$ cat config.mk
export PLATFORM = sky130hd
export DESIGN_NAME = mac9_preact_q15
export DESIGN_NICKNAME = d
export VERILOG_FILES = /design/src/rtl/mac9_preact_q15.sv
export SDC_FILE = /design/constraint.sdc
export NUM_CORES = 1
export LEC_CHECK = 0
export ABC_AREA = 1
export ABC_CLOCK_PERIOD_IN_PS = 12750
export BUFFER_PORTS_ARGS = -buffer_cell sky130_fd_sc_hd__clkbuf_2
export CAP_MARGIN = 20
export CORE_ASPECT_RATIO = 0.9
export CORE_UTILIZATION = 58
export CTS_CLUSTER_SIZE = 30
export DETAILED_ROUTE_END_ITERATION = 8
export HOLD_SLACK_MARGIN = 0.08
export PLACE_DENSITY = 0.76
export SYNTH_ARGS = -nofsm -noshare
export SYNTH_HDL_FRONTEND = slang
export SYNTH_SLANG_ARGS = --single-unit
$ cat constraint.sdc
create_clock -name clk -period 12.75 [get_ports clk]
set_input_delay 2.55 -clock clk [delete_from_list [all_inputs] [get_ports clk]]
set_output_delay 2.55 -clock clk [all_outputs]
set_load 0.02 [all_outputs]
$ cat src/rtl/mac9_preact_q15.sv
// Serial 3x3 multiply-accumulate producing one rounded, saturated Q1.15 pre-activation
// per 9-beat group (bias + sum of x*w). The result is held until the consumer accepts it.
module mac9_preact_q15 #(
  parameter int DATA_W = 16,
  parameter int N_TAPS = 9,
  parameter int ACC_W  = 36
) (
  input  logic              clk,
  input  logic              rst_n,
  input  logic [DATA_W-1:0] bias,
  input  logic              s_valid,
  output logic              s_ready,
  input  logic [DATA_W-1:0] s_x,
  input  logic [DATA_W-1:0] s_w,
  output logic              m_valid,
  input  logic              m_ready,
  output logic [DATA_W-1:0] m_data,
  output logic              m_sat
);

  localparam int CNT_W = $clog2(N_TAPS + 1);
  localparam int FRAC  = DATA_W - 1;
  localparam logic signed [ACC_W-1:0] RND   = ACC_W'(1) <<< (FRAC - 1);
  localparam logic signed [ACC_W-1:0] R_MAX = ACC_W'((2 ** (DATA_W - 1)) - 1);
  localparam logic signed [ACC_W-1:0] R_MIN = -ACC_W'(2 ** (DATA_W - 1));

  typedef enum logic [1:0] {IDLE, ACC, OUT} state_t;

  state_t                   state_reg;
  logic [CNT_W-1:0]         cnt_reg;
  logic signed [ACC_W-1:0]  acc_reg;
  logic                     s_ready_reg;
  logic                     m_valid_reg;
  logic [DATA_W-1:0]        m_data_reg;
  logic                     m_sat_reg;

  logic signed [2*DATA_W-1:0] x_ext, w_ext, prod;
  logic signed [ACC_W-1:0]    prod_ext, bias_ext, acc_base, acc_sum, acc_rnd, r_full;
  logic [DATA_W-1:0]          sat_data;
  logic                       sat_flag;
  logic                       accept, last_beat;

  // Full-precision Q2.30 product; (-1)*(-1) fits exactly in 2*DATA_W bits.
  assign x_ext    = {{DATA_W{s_x[DATA_W-1]}}, s_x};
  assign w_ext    = {{DATA_W{s_w[DATA_W-1]}}, s_w};
  assign prod     = x_ext * w_ext;
  assign prod_ext = {{(ACC_W-2*DATA_W){prod[2*DATA_W-1]}}, prod};
  assign bias_ext = {{(ACC_W-DATA_W-FRAC){bias[DATA_W-1]}}, bias, {FRAC{1'b0}}};

  // The first beat seeds the accumulator with the aligned bias instead of the old sum.
  assign acc_base = (state_reg == IDLE) ? bias_ext : acc_reg;
  assign acc_sum  = acc_base + prod_ext;
  assign acc_rnd  = acc_sum + RND;
  assign r_full   = acc_rnd >>> FRAC;

  always_comb begin
    sat_data = r_full[DATA_W-1:0];
    sat_flag = 1'b0;
    if (r_full > R_MAX) begin
      sat_data = {1'b0, {(DATA_W-1){1'b1}}};
      sat_flag = 1'b1;
    end else if (r_full < R_MIN) begin
      sat_data = {1'b1, {(DATA_W-1){1'b0}}};
      sat_flag = 1'b1;
    end
  end

  assign accept    = s_valid && s_ready_reg;
  assign last_beat = (cnt_reg == CNT_W'(N_TAPS - 1));

  always_ff @(posedge clk) begin
    if (!rst_n) begin
      state_reg   <= IDLE;
      cnt_reg     <= '0;
      acc_reg     <= '0;
      s_ready_reg <= 1'b1;
      m_valid_reg <= 1'b0;
      m_data_reg  <= '0;
      m_sat_reg   <= 1'b0;
    end else begin
      case (state_reg)
        IDLE, ACC: begin
          if (accept) begin
            acc_reg <= acc_sum;
            cnt_reg <= cnt_reg + CNT_W'(1);
            if (last_beat) begin
              m_valid_reg <= 1'b1;
              m_data_reg  <= sat_data;
              m_sat_reg   <= sat_flag;
              s_ready_reg <= 1'b0;
              state_reg   <= OUT;
            end else begin
              state_reg <= ACC;
            end
          end
        end
        OUT: begin
          if (m_ready) begin
            m_valid_reg <= 1'b0;
            cnt_reg     <= '0;
            acc_reg     <= '0;
            s_ready_reg <= 1'b1;
            state_reg   <= IDLE;
          end
        end
        default: state_reg <= IDLE;
      endcase
    end
  end

  assign s_ready = s_ready_reg;
  assign m_valid = m_valid_reg;
  assign m_data  = m_data_reg;
  assign m_sat   = m_sat_reg;

endmodule
==> impl_metrics.ini, run 1 <==
[outcome]
outcome = completed

[floorplan]
design.die.area_sq_mm = 0.0287
floorplan.initialDensity_pct = 59.6
core_area_sq_mm = 0.0272
std_cell_rows = 57
fp.dieH_um = 161
io_pins = 71
die_w_um = 178

[worst_setup_path]
r2r-start = state_reg[0]
critPathMostFrequentCell = sky130_fd_sc_hd__inv_1
critical_path_peak_fanout = 16
cp.arrival_ns = 10.03
path_delay_family = adder cells
worst_path_max_delay_cell = sky130_fd_sc_hd__nor3b_1
critical_path.endpoint_type = register
crit_type = input pin to register
cp-startpoint = s_w[4]
crit_required_ns = 12.96
timing.critical_path.from_type = input pin
critPathBufInv = 8
slowest_delay_ns = 0.66

[detailed_routing]
detailroute.via_count = 13300
post-route-drc-count = 0
post_drt_wl_per_cell_um = 15.2
viasPerCell = 5.06
detail_route.iter0.violations = 894
route.antenna.remaining_nets = 0
firstDrtPassIters = 5
totalWireLength_um = 40000

[global_route]
grt_max_degree = 39
grt_first_pass_wirelength_um = 68300
global_route.overflow_total = 0
grtUsageTotal_pct = 30.2
grt_pass1_vias = 13800
grt_antenna_before_repair = 0

[sta]
final.min_clock_period_ns = 9.82
worst_pin_slew_ns = 1.07
final-hold-violation-count = 0
rsz0062_at_grt = no
setup_viol = 0
tns_ns = 0
max_freq_mhz = 102
period_share_pct = 77.0
finalClockSkew_ns = 0.0139
finalHoldWorstSlack_ns = 0.463
worst_slew_margin_rel_pct = 28.6
maxSlewViolCount = 0

[clock_network]
cts_buffer_count = 9
clock_pin_slew_worst_setup_and_hold_paths_ns = 0.06
number_of_h_tree_levels = 3
cts_tree = yes
cts_root_buf = sky130_fd_sc_hd__clkbuf_16
post-cts-setup-buffer-count = 0
cts_num_sinks = 61
cts_resized = 0
hold_buffers = 0
clock_path_buffers = 2
clock_insertion_delay_worst_skew_ns = 0.34

[yosys]
synth_cell_types = 34
synth_warnings = 0
synth.net_count = 2754
avgSynthCellArea_sq_um = 7.13
ys_ff_latch = 61
synth_sequential_area_ratio_pct = 7.52
synthesis.instances = 2278
synth.cell_area_sq_mm = 0.0162

[finish]
final_layout_size_suffix_gt1_share_pct = 5.95
n_antenna_cell = 0
n_fill_cell = 2520
total_area_of_sequential_cells_sq_mm = 0.00122
multi_input_area_sq_mm = 0.0122
area.growth.synth_to_final_pct = 4.93
num-nets-final = 2756
largest_register_ff_count = 36

[placed_design]
gpl.final_weighted_congestion = 0.938
detailed_place_hpwl_um = 34700
io_buffers = 70

[flow_run]
max_cap_violations = 0

[hold_path]
worstHoldStart = acc_reg[0]
holdCritPathClass = register to register
worst register-to-register path: cells and delay by family (launching register included):
family                     cells  cell delay, ns
and+or+nand+nor               20            3.33
adders and majority gates      6            2.74
buffers and inverters          6            0.88
DFF                            1            0.35
AOI/OAI and AO/OA              1            0.06
through the flow:
step	setup slack, ns	std cells	instance area (sq um)	util [%]
finish	2.93	2639	17000	62.6
global route	2.42	2639	17000	62.6
CTS	2.92	2639	17000	62.6
detailed placement	2.63	2623	16700	61.5
global placement	2.68	2623	16700	61.5
floorplan	3.64	2278	16200	-
final cells by class:
cell class	count	area share (%)
clock buffer	12	1.45
inverter	656	14.4
timing repair buffer	74	2.23
clock inverter	4	0.330
sequential	61	7.16
tap	354	2.60
multi-input combinational	1478	71.8
cell usage after synthesis (all sizes together):
library cell / n / area [sq um]
clkinv: 1 / 3.75
nor3b: 1 / 7.51
nand3: 57 / 310
nand4: 19 / 125
or2: 14 / 87.6
ha: 110 / 1380
and2: 8 / 50.1
a21o: 1 / 7.51
nand2: 682 / 2580
o22ai: 1 / 6.26
o21bai: 2 / 15.0
fa: 314 / 6290
xnor2: 6 / 52.6
dfxtp: 61 / 1220
nor3: 3 / 15.0
buf: 4 / 31.3
o21ai: 11 / 55.1
mux2i: 1 / 10.0
clkbuf: 79 / 297
xor2: 23 / 201
a21oi: 80 / 404
inv: 655 / 2460
nor2: 134 / 558
nand3b: 11 / 86.3
path summary, 6_finish.rpt:
path | end | slack, ns | depth (start not counted)
hold / removal | acc_reg[0] | 0.46 | 2
setup / recovery | m_data[6] | 2.93 | 30
setup reg to reg | m_data[6] | 5.27 | 33
hold reg to reg | acc_reg[0] | 0.46 | 2
cell usage in the layout (no fill, tap or decap), types with 9 or more instances in the layout:
cell type                   count
sky130_fd_sc_hd__nand3_1       52
sky130_fd_sc_hd__clkbuf_16      9
sky130_fd_sc_hd__nand2_1      673
sky130_fd_sc_hd__inv_1        649
sky130_fd_sc_hd__nand2_2        9
sky130_fd_sc_hd__or2_2         14
sky130_fd_sc_hd__nor2_1       123
sky130_fd_sc_hd__nand4_1       18
sky130_fd_sc_hd__xor2_1        23
sky130_fd_sc_hd__dfxtp_1       61
sky130_fd_sc_hd__nand3b_1      10
sky130_fd_sc_hd__clkbuf_2      70
sky130_fd_sc_hd__ha_1         110
sky130_fd_sc_hd__o21ai_0       11
sky130_fd_sc_hd__fa_1         314
sky130_fd_sc_hd__a21oi_1       79
cells by family after synthesis:
| family | Yosys count | synth area share (%) |
|---|---|---|
| muxes | 1 | 0.0616 |
| DFF | 61 | 7.52 |
| adders and majority gates | 424 | 47.2 |
| and+or+nand+nor | 929 | 23.5 |
| xor gates and xnor gates | 29 | 1.56 |
| AOI/OAI and AO/OA | 95 | 3.00 |
| buffers and inverters | 739 | 17.2 |
layer usage:
metal / up-vias / global-route usage (%) / share of wire (%)
met2: 405 / 49.4 / 47
li1: 6449 / - / -
met3: 49 / 3.88 / 5.9
met5: - / 0 / 0
met1: 6443 / 43.4 / 46
met4: 0 / 5.32 / 1.2
Power of run 1 is left out: the tool's default activity adds up to more than one toggle a clock period on the data nets, which glitch-free logic cannot reach.
==> run 2: changes to the inputs <==
--- a/config.mk
+++ b/config.mk
@@ -6,7 +6,7 @@
 export NUM_CORES = 1
 export LEC_CHECK = 0
 export ABC_AREA = 1
-export ABC_CLOCK_PERIOD_IN_PS = 12750
+export ABC_CLOCK_PERIOD_IN_PS = 8100
 export BUFFER_PORTS_ARGS = -buffer_cell sky130_fd_sc_hd__clkbuf_2
 export CAP_MARGIN = 20
 export CORE_ASPECT_RATIO = 0.9
@@ -14,7 +14,7 @@
 export CTS_CLUSTER_SIZE = 30
 export DETAILED_ROUTE_END_ITERATION = 8
 export HOLD_SLACK_MARGIN = 0.08
-export PLACE_DENSITY = 0.76
+export PLACE_DENSITY = 0.79
 export SYNTH_ARGS = -nofsm -noshare
 export SYNTH_HDL_FRONTEND = slang
 export SYNTH_SLANG_ARGS = --single-unit
==> constraint.sdc (replaced) <==
create_clock -name clk -period 8.1 [get_ports clk]
set_input_delay 1.62 -clock clk [delete_from_list [all_inputs] [get_ports clk]]
set_output_delay 1.62 -clock clk [all_outputs]
set_load 0.02 [all_outputs]
==> run 2 against run 1 <==
Critical path type unchanged. Sequential share of layout area down 0.78 points. Die area unchanged. Flip-flop and latch count unchanged. Global-route usage up 1.0 points.
==> impl_metrics.ini, run 2 (synthesis gave the netlist of run 1 again) <==
[finish]
layout.cells.most_common_list = 647 x sky130_fd_sc_hd__inv_1, 645 x sky130_fd_sc_hd__nand2_1, 309 x sky130_fd_sc_hd__fa_1
final_layout_size_suffix_gt1_share_pct = 17.6
n_antenna_cell = 0
num-nets-final = 2959
post-route-cell-area_sq_mm = 0.0191
largest_register_ff_count = 36
area.growth.synth_to_final_pct = 17.7
mostFrequentLayoutCell = sky130_fd_sc_hd__inv_1

[clock_network]
cts_tree = yes
number_of_h_tree_levels = 3
clock_path_buffers = 2
cts_root_buf = sky130_fd_sc_hd__clkbuf_16
clock_insertion_delay_worst_skew_ns = 0.34
clock_pin_slew_worst_setup_and_hold_paths_ns = 0.07
cts_buffer_count = 9
cts_num_sinks = 61

[floorplan]
std_cell_rows = 57
floorplan.initialDensity_pct = 59.6
design.die.area_sq_mm = 0.0287
core_area_sq_mm = 0.0272
fp.dieH_um = 161
io_pins = 71
die_w_um = 178

[global_route]
grt_pass1_vias = 14800
grt_first_pass_wirelength_um = 70900
grtUsageTotal_pct = 31.2
grt_max_degree = 41
grt_antenna_before_repair = 0
global_route.overflow_total = 0

[detailed_routing]
viasPerCell = 5.02
firstDrtPassIters = 5
detailroute.via_count = 14300
detail_route.iter0.violations = 858
totalWireLength_um = 42700
post_drt_wl_per_cell_um = 15.0
route.antenna.remaining_nets = 0
post-route-drc-count = 0

[sta]
period_share_pct = 97.3
setup_viol = 0
final.min_clock_period_ns = 7.88
final-hold-violation-count = 0
maxSlewViolCount = 0
worst_slew_margin_rel_pct = 52.7
setup_ws_ns = 0.220
worst_pin_slew_ns = 0.709
finalClockSkew_ns = 0.0138
finalHoldWorstSlack_ns = 0.463
tns_ns = 0
max_freq_mhz = 127

[hold_path]
worstHoldStart = acc_reg[0]
timing.hold.worst_endpoint = acc_reg[0]
holdCritPathClass = register to register
worstHoldPathCells = 2

[worst_setup_path]
cp.arrival_ns = 8.15
timing.critical_path.from_type = input pin
critical_path_peak_fanout = 12
crit_type = input pin to register
slowest_delay_ns = 0.58
critical_path.endpoint_type = register
crit-reg2reg-capture = m_data[4]
critPathMostFrequentCell = sky130_fd_sc_hd__fa_1
worstRegToRegCells = 31
crit_required_ns = 8.37
r2r-start = state_reg[0]
r2r_slack_ns = 1.50
worst_path_max_delay_cell = sky130_fd_sc_hd__fa_1

[placed_design]
detailed_place_hpwl_um = 36700
gpl.final_weighted_congestion = 0.922
io_buffers = 70
placed_area_sq_mm = 0.0182
placement.setup.worst_slack_ns = -0.382

[outcome]
outcome = completed

[flow_run]
max_cap_violations = 0
==> run 2: cell types whose count changed in the layout (fill, tap and decap cells not counted), sizes merged <==
cell and delta:
buf +208, clkinv -2, clkinvlp +3, bufinv +1, clkbuf -10, nand2 +1, inv +2
==> run 2: final cells by class <==
type / instances / area (sq um)
Multi-Input combinational cell: 1479 / 12700
Fill cell: 2208 / 8120
Inverter: 656 / 2470
Timing Repair Buffer: 275 / 1950
Sequential cell: 61 / 1220
Tap cell: 354 / 443
Clock buffer: 9 / 225
Clock inverter: 7 / 103
Timing Repair inverter: 1 / 5.00
==> run 2: per-stage QoR <==
stage / instances / utilization, %
6_report: 2842 / 70.2
5_1_grt: 2842 / 70.2
4_1_cts: 2829 / 68.1
3_5_place_dp: 2813 / 66.9
3_3_place_gp: 2813 / 66.9
2_1_floorplan: 2278 / -
==> run 2: worst max-delay path, delay by kind of cell <==
kind | cells | cell delay [ns]
buffers and inverters | 8 | 0.90
AO/OA/AOI/OAI | 1 | 0.16
adder cells (fa/ha/maj) | 7 | 3.33
AND/OR/NAND/NOR | 14 | 1.90
XOR/XNOR | 1 | 0.21
==> run 2: worst max path at each step <==
stage,from,depth (start not counted),end
after detailed placement,s_w[1],32,m_data[2]
after global placement,s_w[1],31,m_data[1]
after global routing,s_w[15],32,m_data[1]
after floorplan,s_w[1],31,m_data[10]
final,s_w[15],31,m_data[4]
after CTS,s_w[1],32,m_data[2]
==> run 2: what timing repair did <==
item / CTS / global route
gates resized for setup: 1 / 134
cloned: 0 / 2
endpoints found under the setup margin: 11 / 17
buffers inserted: 0 / 11
hold buffers: 0 / 0
pin swaps: 0 / 26
==> run 2: per-layer routing <==
layer	part of all wire (%)	routed length (um)	up-vias	global-route usage [%]
met5	0	0	-	0
met4	2.3	981	0	7.90
met3	5.5	2360	77	3.03
li1	-	-	6854	-
met2	48	20600	443	51.8
met1	44	18800	6896	43.9
Power of run 2 is left out for the same reason.
==> run 3: changes to the inputs <==
--- a/config.mk
+++ b/config.mk
@@ -11,10 +11,11 @@
 export CAP_MARGIN = 20
 export CORE_ASPECT_RATIO = 0.9
 export CORE_UTILIZATION = 58
-export CTS_CLUSTER_SIZE = 30
+export CTS_CLUSTER_SIZE = 8
 export DETAILED_ROUTE_END_ITERATION = 8
 export HOLD_SLACK_MARGIN = 0.08
 export PLACE_DENSITY = 0.79
+export REMOVE_ABC_BUFFERS = 1
 export SYNTH_ARGS = -nofsm -noshare
 export SYNTH_HDL_FRONTEND = slang
 export SYNTH_SLANG_ARGS = --single-unit
==> run 3 against run 2 <==
Design area decreased by 3.4%. Non-clock buffer count decreased by 49. Final cell count decreased by 1.8%. Die area unchanged.
==> impl_metrics.ini, run 3 (synthesis gave the netlist of run 1 again) <==
[outcome]
outcome = completed

[finish]
mostFrequentLayoutCell = sky130_fd_sc_hd__nand2_1
largest_register_ff_count = 36
layout.cells.most_common_list = 668 x sky130_fd_sc_hd__nand2_1, 646 x sky130_fd_sc_hd__inv_1, 313 x sky130_fd_sc_hd__fa_1
area.growth.synth_to_final_pct = 13.7
multi_input_area_sq_mm = 0.0124
n_fill_cell = 2332
n_antenna_cell = 0
total_area_of_sequential_cells_sq_mm = 0.00122
num-nets-final = 2908
final_layout_size_suffix_gt1_share_pct = 13.6

[detailed_routing]
detail_route.iter0.violations = 972
totalWireLength_um = 41300
detailroute.via_count = 14100
viasPerCell = 5.04
post_drt_wl_per_cell_um = 14.8
route.antenna.remaining_nets = 0
firstDrtPassIters = 7
post-route-drc-count = 0

[placed_design]
gpl.final_weighted_congestion = 0.957
detailed_place_hpwl_um = 36300
io_buffers = 70
placement.setup.worst_slack_ns = -0.401

[floorplan]
floorplan.initialDensity_pct = 59.6
die_w_um = 178
io_pins = 71
core_area_sq_mm = 0.0272
fp.dieH_um = 161
design.die.area_sq_mm = 0.0287
std_cell_rows = 57

[sta]
finalClockSkew_ns = 0.00815
period_share_pct = 96.1
final.min_clock_period_ns = 7.79
rsz0062_at_grt = yes
worst_slew_margin_rel_pct = 47.1
worst_pin_slew_ns = 0.793
setup_ws_ns = 0.315
final-hold-violation-count = 0
max_freq_mhz = 128
maxSlewViolCount = 0
setup_viol = 0

[worst_setup_path]
crit_required_ns = 8.37
slowest_delay_ns = 0.52
worst_path_max_delay_cell = sky130_fd_sc_hd__fa_1
cp.arrival_ns = 8.05
critical_path_peak_fanout = 12
critical_path.endpoint_type = register
critPathCapture = m_data[7]
r2r_slack_ns = 1.44
timing.critical_path.from_type = input pin
worstRegToRegCells = 33
cp-startpoint = s_w[15]
crit_type = input pin to register
r2r-start = state_reg[0]
crit-reg2reg-capture = m_data[7]

[clock_network]
clock_path_buffers = 2
hold_buffers = 0
cts_root_buf = sky130_fd_sc_hd__clkbuf_16
cts_num_sinks = 61
cts_tree = yes
number_of_h_tree_levels = 3
clock_insertion_delay_worst_skew_ns = 0.35
clock_pin_slew_worst_setup_and_hold_paths_ns = 0.05
cts_buffer_count = 9

[global_route]
global_route.overflow_total = 0
grtUsageTotal_pct = 31.3
grt_antenna_before_repair = 0
grt_pass1_vias = 15000
grt_max_degree = 38
grt_first_pass_wirelength_um = 70800

[flow_run]
max_cap_violations = 0

[hold_path]
holdCritPathClass = register to register
[run 3: changes by cell type in the layout (fill, tap and decap cells not counted), moves of 6 or more]
cell,change
sky130_fd_sc_hd__nand2_1,+23
sky130_fd_sc_hd__nor2_4,-6
sky130_fd_sc_hd__nor2_1,+7
sky130_fd_sc_hd__buf_4,-49
sky130_fd_sc_hd__a21oi_1,+6
sky130_fd_sc_hd__nand2_2,-20
sky130_fd_sc_hd__ha_4,-9
sky130_fd_sc_hd__ha_1,+10
sky130_fd_sc_hd__a21oi_2,-6
[run 3: area by class of cell]
cell class / instances / share of cell area [%]
Multi-Input combinational cell: 1478 / 67.1
Clock inverter: 6 / 0.467
Inverter: 656 / 13.4
Sequential cell: 61 / 6.61
Timing Repair Buffer: 226 / 8.80
Clock buffer: 10 / 1.29
Tap cell: 354 / 2.40
[run 3: through the flow]
step	util, %	hold WS [ns]	instances	area, sq um	TNS (ns)
finish	67.8	0.460	2791	18500	0
global placement	65.7	0.450	2768	17900	-3.82
CTS	66.9	0.463	2784	18200	0
detailed placement	65.7	0.455	2768	17900	-5.53
global route	67.8	0.478	2791	18500	-0.420
floorplan	-	0.441	2195	15900	0
[run 3: repair_timing]
item	in CTS	in global routing
pin swaps	0	8
resized for setup	1	69
endpoints found under the setup margin	11	17
buffers inserted	0	7
endpoints found under the hold margin	0	0
cloned	0	0
[run 3: critical path, delay by kind of cell]
| kind | cells | cell delay [ns] |
|---|---|---|
| fa+ha+maj | 7 | 3.28 |
| simple gates | 15 | 1.92 |
| buf+inv | 10 | 0.86 |
| xor+xnor | 1 | 0.20 |
| compound gates | 1 | 0.16 |
[run 3: worst min path at each step]
stage | cells after the start | startpoint | slack, ns | to
2_1_floorplan | 2 | acc_reg[5] | 0.44 | acc_reg[5]
3_3_place_gp | 2 | acc_reg[0] | 0.45 | acc_reg[0]
3_5_place_dp | 2 | acc_reg[2] | 0.45 | acc_reg[2]
4_1_cts | 2 | acc_reg[2] | 0.46 | acc_reg[2]
5_1_grt | 2 | acc_reg[12] | 0.48 | acc_reg[12]
6_report | 2 | m_valid | 0.46 | m_valid
[run 3: layer usage]
metal	vias to the layer above	share of wire [%]	global-route usage (%)
met5	-	0	0
met2	395	48	52.2
li1	6757	-	-
met3	58	5.7	3.65
met1	6862	44	43.2
met4	0	1.9	7.94
Power of run 3 is left out for the same reason.
